--- config.mk ---
export PLATFORM = sky130hd
export DESIGN_NAME = laser_scan_ctrl_flat
export DESIGN_NICKNAME = d
export VERILOG_FILES = /design/src/rtl/laser_scan_ctrl_if.sv /design/src/rtl/laser_scan_ctrl.sv /design/src/flat_wrapper.sv
export SDC_FILE = /design/constraint.sdc
export NUM_CORES = 1
export LEC_CHECK = 0
export ABC_CLOCK_PERIOD_IN_PS = 1450
export CAP_MARGIN = 25
export CORE_MARGIN = 2
export CORE_UTILIZATION = 38
export CTS_BUF_LIST = sky130_fd_sc_hd__clkbuf_8
export CTS_CLUSTER_SIZE = 10
export DETAILED_ROUTE_END_ITERATION = 8
export PLACE_DENSITY = 0.66
export SLEW_MARGIN = 20
export SYNTH_ARGS = -nofsm -noshare
export SYNTH_HDL_FRONTEND = slang
export SYNTH_SLANG_ARGS = --single-unit
--- constraint.sdc ---
create_clock -name CLK -period 1.45 [get_ports CLK]
set_input_delay 0.2175 -clock CLK [delete_from_list [all_inputs] [get_ports CLK]]
set_output_delay 0.2175 -clock CLK [all_outputs]
set_load 0.005 [all_outputs]
--- src/rtl/laser_scan_ctrl_if.sv ---
// Candidate/result channel between the LASER scan scheduler and the shared
// point-counting engine.
interface laser_scan_ctrl_if;
  // scan_req is a valid that holds scan_sel/scan_x/scan_y stable until the engine
  // returns a one-cycle scan_ack (with scan_cnt); an ack while scan_req=0 is ignored.
  logic       scan_req;
  logic       scan_sel;
  logic [3:0] scan_x;
  logic [3:0] scan_y;
  logic       scan_ack;
  logic [5:0] scan_cnt;

  modport master (
    output scan_req, scan_sel, scan_x, scan_y,
    input  scan_ack, scan_cnt
  );

  modport slave (
    input  scan_req, scan_sel, scan_x, scan_y,
    output scan_ack, scan_cnt
  );
endinterface

--- src/rtl/laser_scan_ctrl.sv ---
// LASER two-circle candidate-scan scheduler: alternates C1/C2 raster passes, keeps the best union count.
// Optional LASER_SCAN_EARLY_EXIT_EN: a full-coverage result (40) ends the search immediately.
module laser_scan_ctrl #(
  parameter int unsigned MAX_ROUNDS = 8
) (
  input  logic                      CLK,
  input  logic                      RST,
  input  logic                      start,
  laser_scan_ctrl_if.master         scan,
  output logic [3:0]                C1X,
  output logic [3:0]                C1Y,
  output logic [3:0]                C2X,
  output logic [3:0]                C2Y,
  output logic                      DONE,
  output logic [2:0]                dbg_state_o
);

  // Encoding is visible on dbg_state_o: 0 IDLE, 1 INIT, 2 PASS, 3 COMMIT, 4 CHECK, 5 FINISH.
  typedef enum logic [2:0] {
    S_IDLE   = 3'd0,
    S_INIT   = 3'd1,
    S_PASS   = 3'd2,
    S_COMMIT = 3'd3,
    S_CHECK  = 3'd4,
    S_FINISH = 3'd5
  } state_e;

  localparam logic [3:0] MAX_R = MAX_ROUNDS[3:0];
`ifdef LASER_SCAN_EARLY_EXIT_EN
  localparam logic [5:0] FULL_CNT = 6'd40;
`endif

  state_e     state_q, state_d;
  logic [7:0] cand_q, cand_d;        // {y, x}
  logic       sel_q, sel_d;
  logic [5:0] best_q, best_d;
  logic [7:0] best_xy_q, best_xy_d;
  logic       pass_imp_q, pass_imp_d;
  logic       round_imp_q, round_imp_d;
  logic [3:0] round_q, round_d;
  logic [7:0] c1_q, c1_d;            // {y, x}
  logic [7:0] c2_q, c2_d;
`ifdef LASER_SCAN_EARLY_EXIT_EN
  logic       early_q, early_d;
`endif

  always_comb begin
    state_d     = state_q;
    cand_d      = cand_q;
    sel_d       = sel_q;
    best_d      = best_q;
    best_xy_d   = best_xy_q;
    pass_imp_d  = pass_imp_q;
    round_imp_d = round_imp_q;
    round_d     = round_q;
    c1_d        = c1_q;
    c2_d        = c2_q;
`ifdef LASER_SCAN_EARLY_EXIT_EN
    early_d     = early_q;
`endif
    case (state_q)
      S_IDLE: begin
        if (start) state_d = S_INIT;
      end
      S_INIT: begin
        c1_d        = 8'h00;
        c2_d        = 8'hFF;
        best_d      = 6'd0;
        best_xy_d   = 8'h00;
        round_d     = 4'd0;
        sel_d       = 1'b0;
        pass_imp_d  = 1'b0;
        round_imp_d = 1'b0;
        cand_d      = 8'h00;
`ifdef LASER_SCAN_EARLY_EXIT_EN
        early_d     = 1'b0;
`endif
        state_d     = S_PASS;
      end
      S_PASS: begin
        if (scan.scan_ack) begin
          // Strict compare: a tie keeps the earlier raster position.
          if (scan.scan_cnt > best_q) begin
            best_d      = scan.scan_cnt;
            best_xy_d   = cand_q;
            pass_imp_d  = 1'b1;
            round_imp_d = 1'b1;
          end
`ifdef LASER_SCAN_EARLY_EXIT_EN
          if (scan.scan_cnt == FULL_CNT) begin
            early_d = 1'b1;
            state_d = S_COMMIT;
          end else
`endif
          if (cand_q == 8'hFF) state_d = S_COMMIT;
          else                 cand_d  = cand_q + 8'd1;
        end
      end
      S_COMMIT: begin
        if (pass_imp_q) begin
          if (sel_q) c2_d = best_xy_q;
          else       c1_d = best_xy_q;
        end
        pass_imp_d = 1'b0;
        cand_d     = 8'h00;
`ifdef LASER_SCAN_EARLY_EXIT_EN
        if (early_q) state_d = S_FINISH;
        else
`endif
        if (!sel_q) begin
          sel_d   = 1'b1;
          state_d = S_PASS;
        end else begin
          state_d = S_CHECK;
        end
      end
      S_CHECK: begin
        round_d = round_q + 4'd1;
        if (!round_imp_q || ((round_q + 4'd1) == MAX_R)) begin
          state_d = S_FINISH;
        end else begin
          sel_d       = 1'b0;
          round_imp_d = 1'b0;
          state_d     = S_PASS;
        end
      end
      S_FINISH: state_d = S_IDLE;
      default:  state_d = S_IDLE;
    endcase
  end

  always_ff @(posedge CLK) begin
    if (RST) begin
      state_q     <= S_IDLE;
      cand_q      <= 8'h00;
      sel_q       <= 1'b0;
      best_q      <= 6'd0;
      best_xy_q   <= 8'h00;
      pass_imp_q  <= 1'b0;
      round_imp_q <= 1'b0;
      round_q     <= 4'd0;
      c1_q        <= 8'h00;
      c2_q        <= 8'h00;
`ifdef LASER_SCAN_EARLY_EXIT_EN
      early_q     <= 1'b0;
`endif
    end else begin
      state_q     <= state_d;
      cand_q      <= cand_d;
      sel_q       <= sel_d;
      best_q      <= best_d;
      best_xy_q   <= best_xy_d;
      pass_imp_q  <= pass_imp_d;
      round_imp_q <= round_imp_d;
      round_q     <= round_d;
      c1_q        <= c1_d;
      c2_q        <= c2_d;
`ifdef LASER_SCAN_EARLY_EXIT_EN
      early_q     <= early_d;
`endif
    end
  end

  // Request follows the state directly so a reset drops it in the very next cycle.
  assign scan.scan_req = (state_q == S_PASS);
  assign scan.scan_sel = sel_q;
  assign scan.scan_x   = cand_q[3:0];
  assign scan.scan_y   = cand_q[7:4];
  assign C1X           = c1_q[3:0];
  assign C1Y           = c1_q[7:4];
  assign C2X           = c2_q[3:0];
  assign C2Y           = c2_q[7:4];
  assign DONE          = (state_q == S_FINISH);
  assign dbg_state_o   = state_q;

endmodule

--- src/flat_wrapper.sv ---
// flat-port wrapper written by rule: the top's interface ports become plain ports
module laser_scan_ctrl_flat 
#(
  parameter int unsigned MAX_ROUNDS = 8
)
  (CLK, RST, start, C1X, C1Y, C2X, C2Y, DONE, dbg_state_o, scan_scan_req, scan_scan_sel, scan_scan_x, scan_scan_y, scan_scan_ack, scan_scan_cnt);
  laser_scan_ctrl_if scan_i ();
  input  logic CLK;
  input  logic RST;
  input  logic start;
  output logic [3:0] C1X;
  output logic [3:0] C1Y;
  output logic [3:0] C2X;
  output logic [3:0] C2Y;
  output logic DONE;
  output logic [2:0] dbg_state_o;
  output wire logic [$bits(scan_i.scan_req)-1:0] scan_scan_req;
  output wire logic [$bits(scan_i.scan_sel)-1:0] scan_scan_sel;
  output wire logic [$bits(scan_i.scan_x)-1:0] scan_scan_x;
  output wire logic [$bits(scan_i.scan_y)-1:0] scan_scan_y;
  input wire logic [$bits(scan_i.scan_ack)-1:0] scan_scan_ack;
  input wire logic [$bits(scan_i.scan_cnt)-1:0] scan_scan_cnt;
  assign scan_scan_req = scan_i.scan_req;
  assign scan_scan_sel = scan_i.scan_sel;
  assign scan_scan_x = scan_i.scan_x;
  assign scan_scan_y = scan_i.scan_y;
  assign scan_i.scan_ack = scan_scan_ack;
  assign scan_i.scan_cnt = scan_scan_cnt;
  laser_scan_ctrl #(.MAX_ROUNDS(MAX_ROUNDS)) u_core (.CLK(CLK), .RST(RST), .start(start), .scan(scan_i), .C1X(C1X), .C1Y(C1Y), .C2X(C2X), .C2Y(C2Y), .DONE(DONE), .dbg_state_o(dbg_state_o));
endmodule
==> out/metrics.cfg <==
[final_layout]
diodes = 0
final_core_util_pct = 60.18
layout_commonest_cell = buf_4
multi_input_area_mm2 = 0.001438
area_growth_pct = 55.22
fin_area_mm2 = 0.003500
final_cell_mix = 44 x buf_4, 31 x nor2_1, 30 x dfxtp_1, 22 x clkdlybuf4s50_1, 20 x nand2_1
fillers = 534
final_layout_size_suffix_gt1_share_pct = 36.60
seq_area_um2 = 996.0
nNetsFinal = 364

[drt]
drc = 0
vias = 2236
avgRoutedWirePerCell_um = 14.58
vias_per_cell = 5.299
drtAntennaViolNets = 0
wirelength_mm = 6.151
first_pass_iters = 4
drt_iter0_drc = 88

[pwr]
max-vdd-ir-drop_v = 0.0004477
cellPowerDensity_mw_per_mm2 = 827.3
total_power_uw = 2895
power.leakage_uw = 0.001416

[die]
die_w_um = 81.03
rows = 28
fp.dieArea_mm2 = 0.006566
design.portCount = 40
fp.coreArea_mm2 = 0.005816
chipHeight_um = 81.03
start_util_pct = 38.77

[sta]
whs_ns = 0.3735
slew_viol_final = 0
worst_pin_slew_ns = 0.3056
relSlewSlack_pct = 79.56
fin_skew_ns = 0.003682
finalHoldViolations = 0
fin_crit_sh_pct = 116.3
max_freq_mhz = 592.8
rsz0062_at_grt = yes
setup_viol = 16
setup_ws_ns = -0.2370
period_needed_ns = 1.687

[clock_network]
cts_tree = done
path_clk_slew_ns = 0.09
cts_root_buf = clkbuf_8
clkLatencyLatePin_ns = 0.30
clock_sinks = 48
clockBufferDepth = 2
cts_inserted_buffers = 5
htree_levels = 2

[synth]
synth.distinct_cells = 48
syn_inst = 260
synth_area_leaders = dfxtp_1 43%, nand3_1 6.0%, nor2_1 5.2%, ha_1 4.4%, a21oi_1 3.8%
yosysWarnings = 0
synth_seq_area_share_pct = 42.62
syn_nets = 278
syn_avg_cell_area_um2 = 8.672
syn_area_mm2 = 0.002255
synth_top_area_share_pct = 42.62
synth_top_area_cell = dfxtp_1
synth-seq-cells = 48

[worst_setup_path]
cpPeakStageDelay_ns = 0.34
crit_family = compound AO/OA/AOI/OAI gates
crit_slowest_cell = dfxtp_2
worstPathMaxFanout = 11
worst_ep_arrival_time_ns = 1.88
critPathRequiredTime_ns = 1.65
startpoint_type = flop
crit_chain = inv_2, ha_4, nand4_4, o21bai_4, a31o_4, buf_12, nand3_2, nand2_1
r2r_slack_ns = -0.24
endpoint_kind = flop
cp.buffers_inverters = 2
critPathKind = flop to flop

[status]
violations = negative setup slack
status = complete, but fails checks

[placed_design]
dp_hpwl_mm = 4.091
dpl-instance-area_mm2 = 0.003068
gp_congestion = 0.8108
port_buffers = 39

[global_routing]
grt_overflow = 0
antenna_found_initial = 0
grt_pass1_vias = 2095
track_usage_pct = 19.17
grt_max_degree = 17
grt_pass1_wl_mm = 9.756

[run]
cap_violations = 0

[hold_path]
min-delay-path-class = input pin to flop

-- cell usage after synthesis, drive strengths merged --
| library cell | n |
|---|---|
| nand3 | 27 |
| a32oi | 1 |
| a22o | 1 |
| a221oi | 1 |
| a21oi | 19 |
| o21bai | 2 |
| nor2 | 33 |
| a32o | 1 |
| a21o | 1 |
| inv | 11 |
| nor4 | 1 |
| and2 | 2 |
| o22ai | 8 |
| mux2i | 1 |
| a2111oi | 1 |
| and4 | 1 |
| a31o | 1 |
| nand4 | 13 |
| buf | 7 |
| nand2 | 22 |
| and3 | 4 |
| ha | 8 |
| o21ai | 8 |
| nor3 | 3 |
| o211ai | 1 |
| nand2b | 5 |
| xnor2 | 1 |
| a22oi | 8 |
| or3 | 1 |
| xor2 | 6 |
| nor2b | 2 |
| dfxtp | 48 |
| a31oi | 2 |
| clkbuf | 5 |
| o211a | 1 |
| and2b | 1 |
| o21a | 2 |
-- cells by family after synthesis --
| logic type | count (synthesis) | synth area share [%] |
|---|---|---|
| multiplexers | 1 | 0.4440 |
| flip-flops | 48 | 42.62 |
| AO/OA/AOI/OAI | 58 | 18.26 |
| XOR/XNOR | 7 | 2.719 |
| buffers and inverters | 23 | 4.883 |
| AND/OR/NAND/NOR | 115 | 26.64 |
| adder cells (fa/ha/maj) | 8 | 4.440 |
-- area by class of cell --
type	count	area share [%]
Tap cell	75	2.681
Clock inverter	2	1.108
Inverter	11	1.180
Multi-Input combinational cell	190	41.08
Timing Repair Buffer	90	23.13
Clock buffer	6	2.360
Sequential cell	48	28.46
-- flip-flops by register name, indices dropped and copies added, names as in the netlist --
signal and count:
u_core.c1_q 8, u_core.scan.scan_sel 1, u_core.best_xy_q 8, u_core.round_imp_q 1, u_core.best_q 6, u_core.cand_q 8
u_core.round_q 4, u_core.pass_imp_q 1, u_core.dbg_state_o 3, u_core.c2_q 8
-- power breakdown --
group	total, uW	internal [uW]	switching (uW)	leakage, uW
Clock	1020	564	453	0.0000614
Sequential	1380	1350	32.7	0.000399
Combinational	496	251	245	0.000955
-- worst reg2reg max path, delay by kind of cell (launching register included) --
| family | cells | cell delay (ns) |
|---|---|---|
| and+or+nand+nor | 3 | 0.23 |
| AOI/OAI and AO/OA | 2 | 0.54 |
| adders and majority gates | 1 | 0.27 |
| buffers and inverters | 2 | 0.19 |
| DFF | 1 | 0.34 |
-- layer usage --
| metal | vias to the layer above | track usage (%) | routed length (um) |
|---|---|---|---|
| met3 | 10 | 4.222 | 207 |
| met1 | 1072 | 24.09 | 2765 |
| met4 | 0 | 6.102 | 90 |
| met2 | 45 | 32.64 | 3088 |
| li1 | 1109 | - | - |
| met5 | - | 0 | 0 |
-- what timing repair did --
action | in CTS | in global routing
setup endpoints to repair | 40 | 31
pin swaps | 14 | 20
gates resized for setup | 56 | 21
hold buffers | 0 | 0
cloned | 1 | 0
buffers inserted | 8 | 5
-- path summary, 6_finish.rpt --
path                                 endpoint  cells after the start                     startpoint
max          u_core.best_xy_q[4]$_SDFFE_PP0P_                      8  u_core.best_q[3]$_SDFFE_PP0P_
min             u_core.best_q[4]$_SDFFE_PP0P_                      3               scan_scan_cnt[4]
max reg2reg  u_core.best_xy_q[4]$_SDFFE_PP0P_                      8  u_core.best_q[3]$_SDFFE_PP0P_
min reg2reg     u_core.best_q[0]$_SDFFE_PP0P_                      2  u_core.best_q[0]$_SDFFE_PP0P_
-- metrics by stage --
stage                     worst slack, ns  TNS, ns  std cells
after detailed placement          -0.5947   -9.899        400
after global placement            -0.5505   -9.194        400
after global routing              -0.3173   -4.606        422
after floorplan                   -0.1038  -0.8225        260
after CTS                         -0.2085   -2.727        417
final                             -0.2370   -3.169        422
Power figures use the tool's default switching activity.
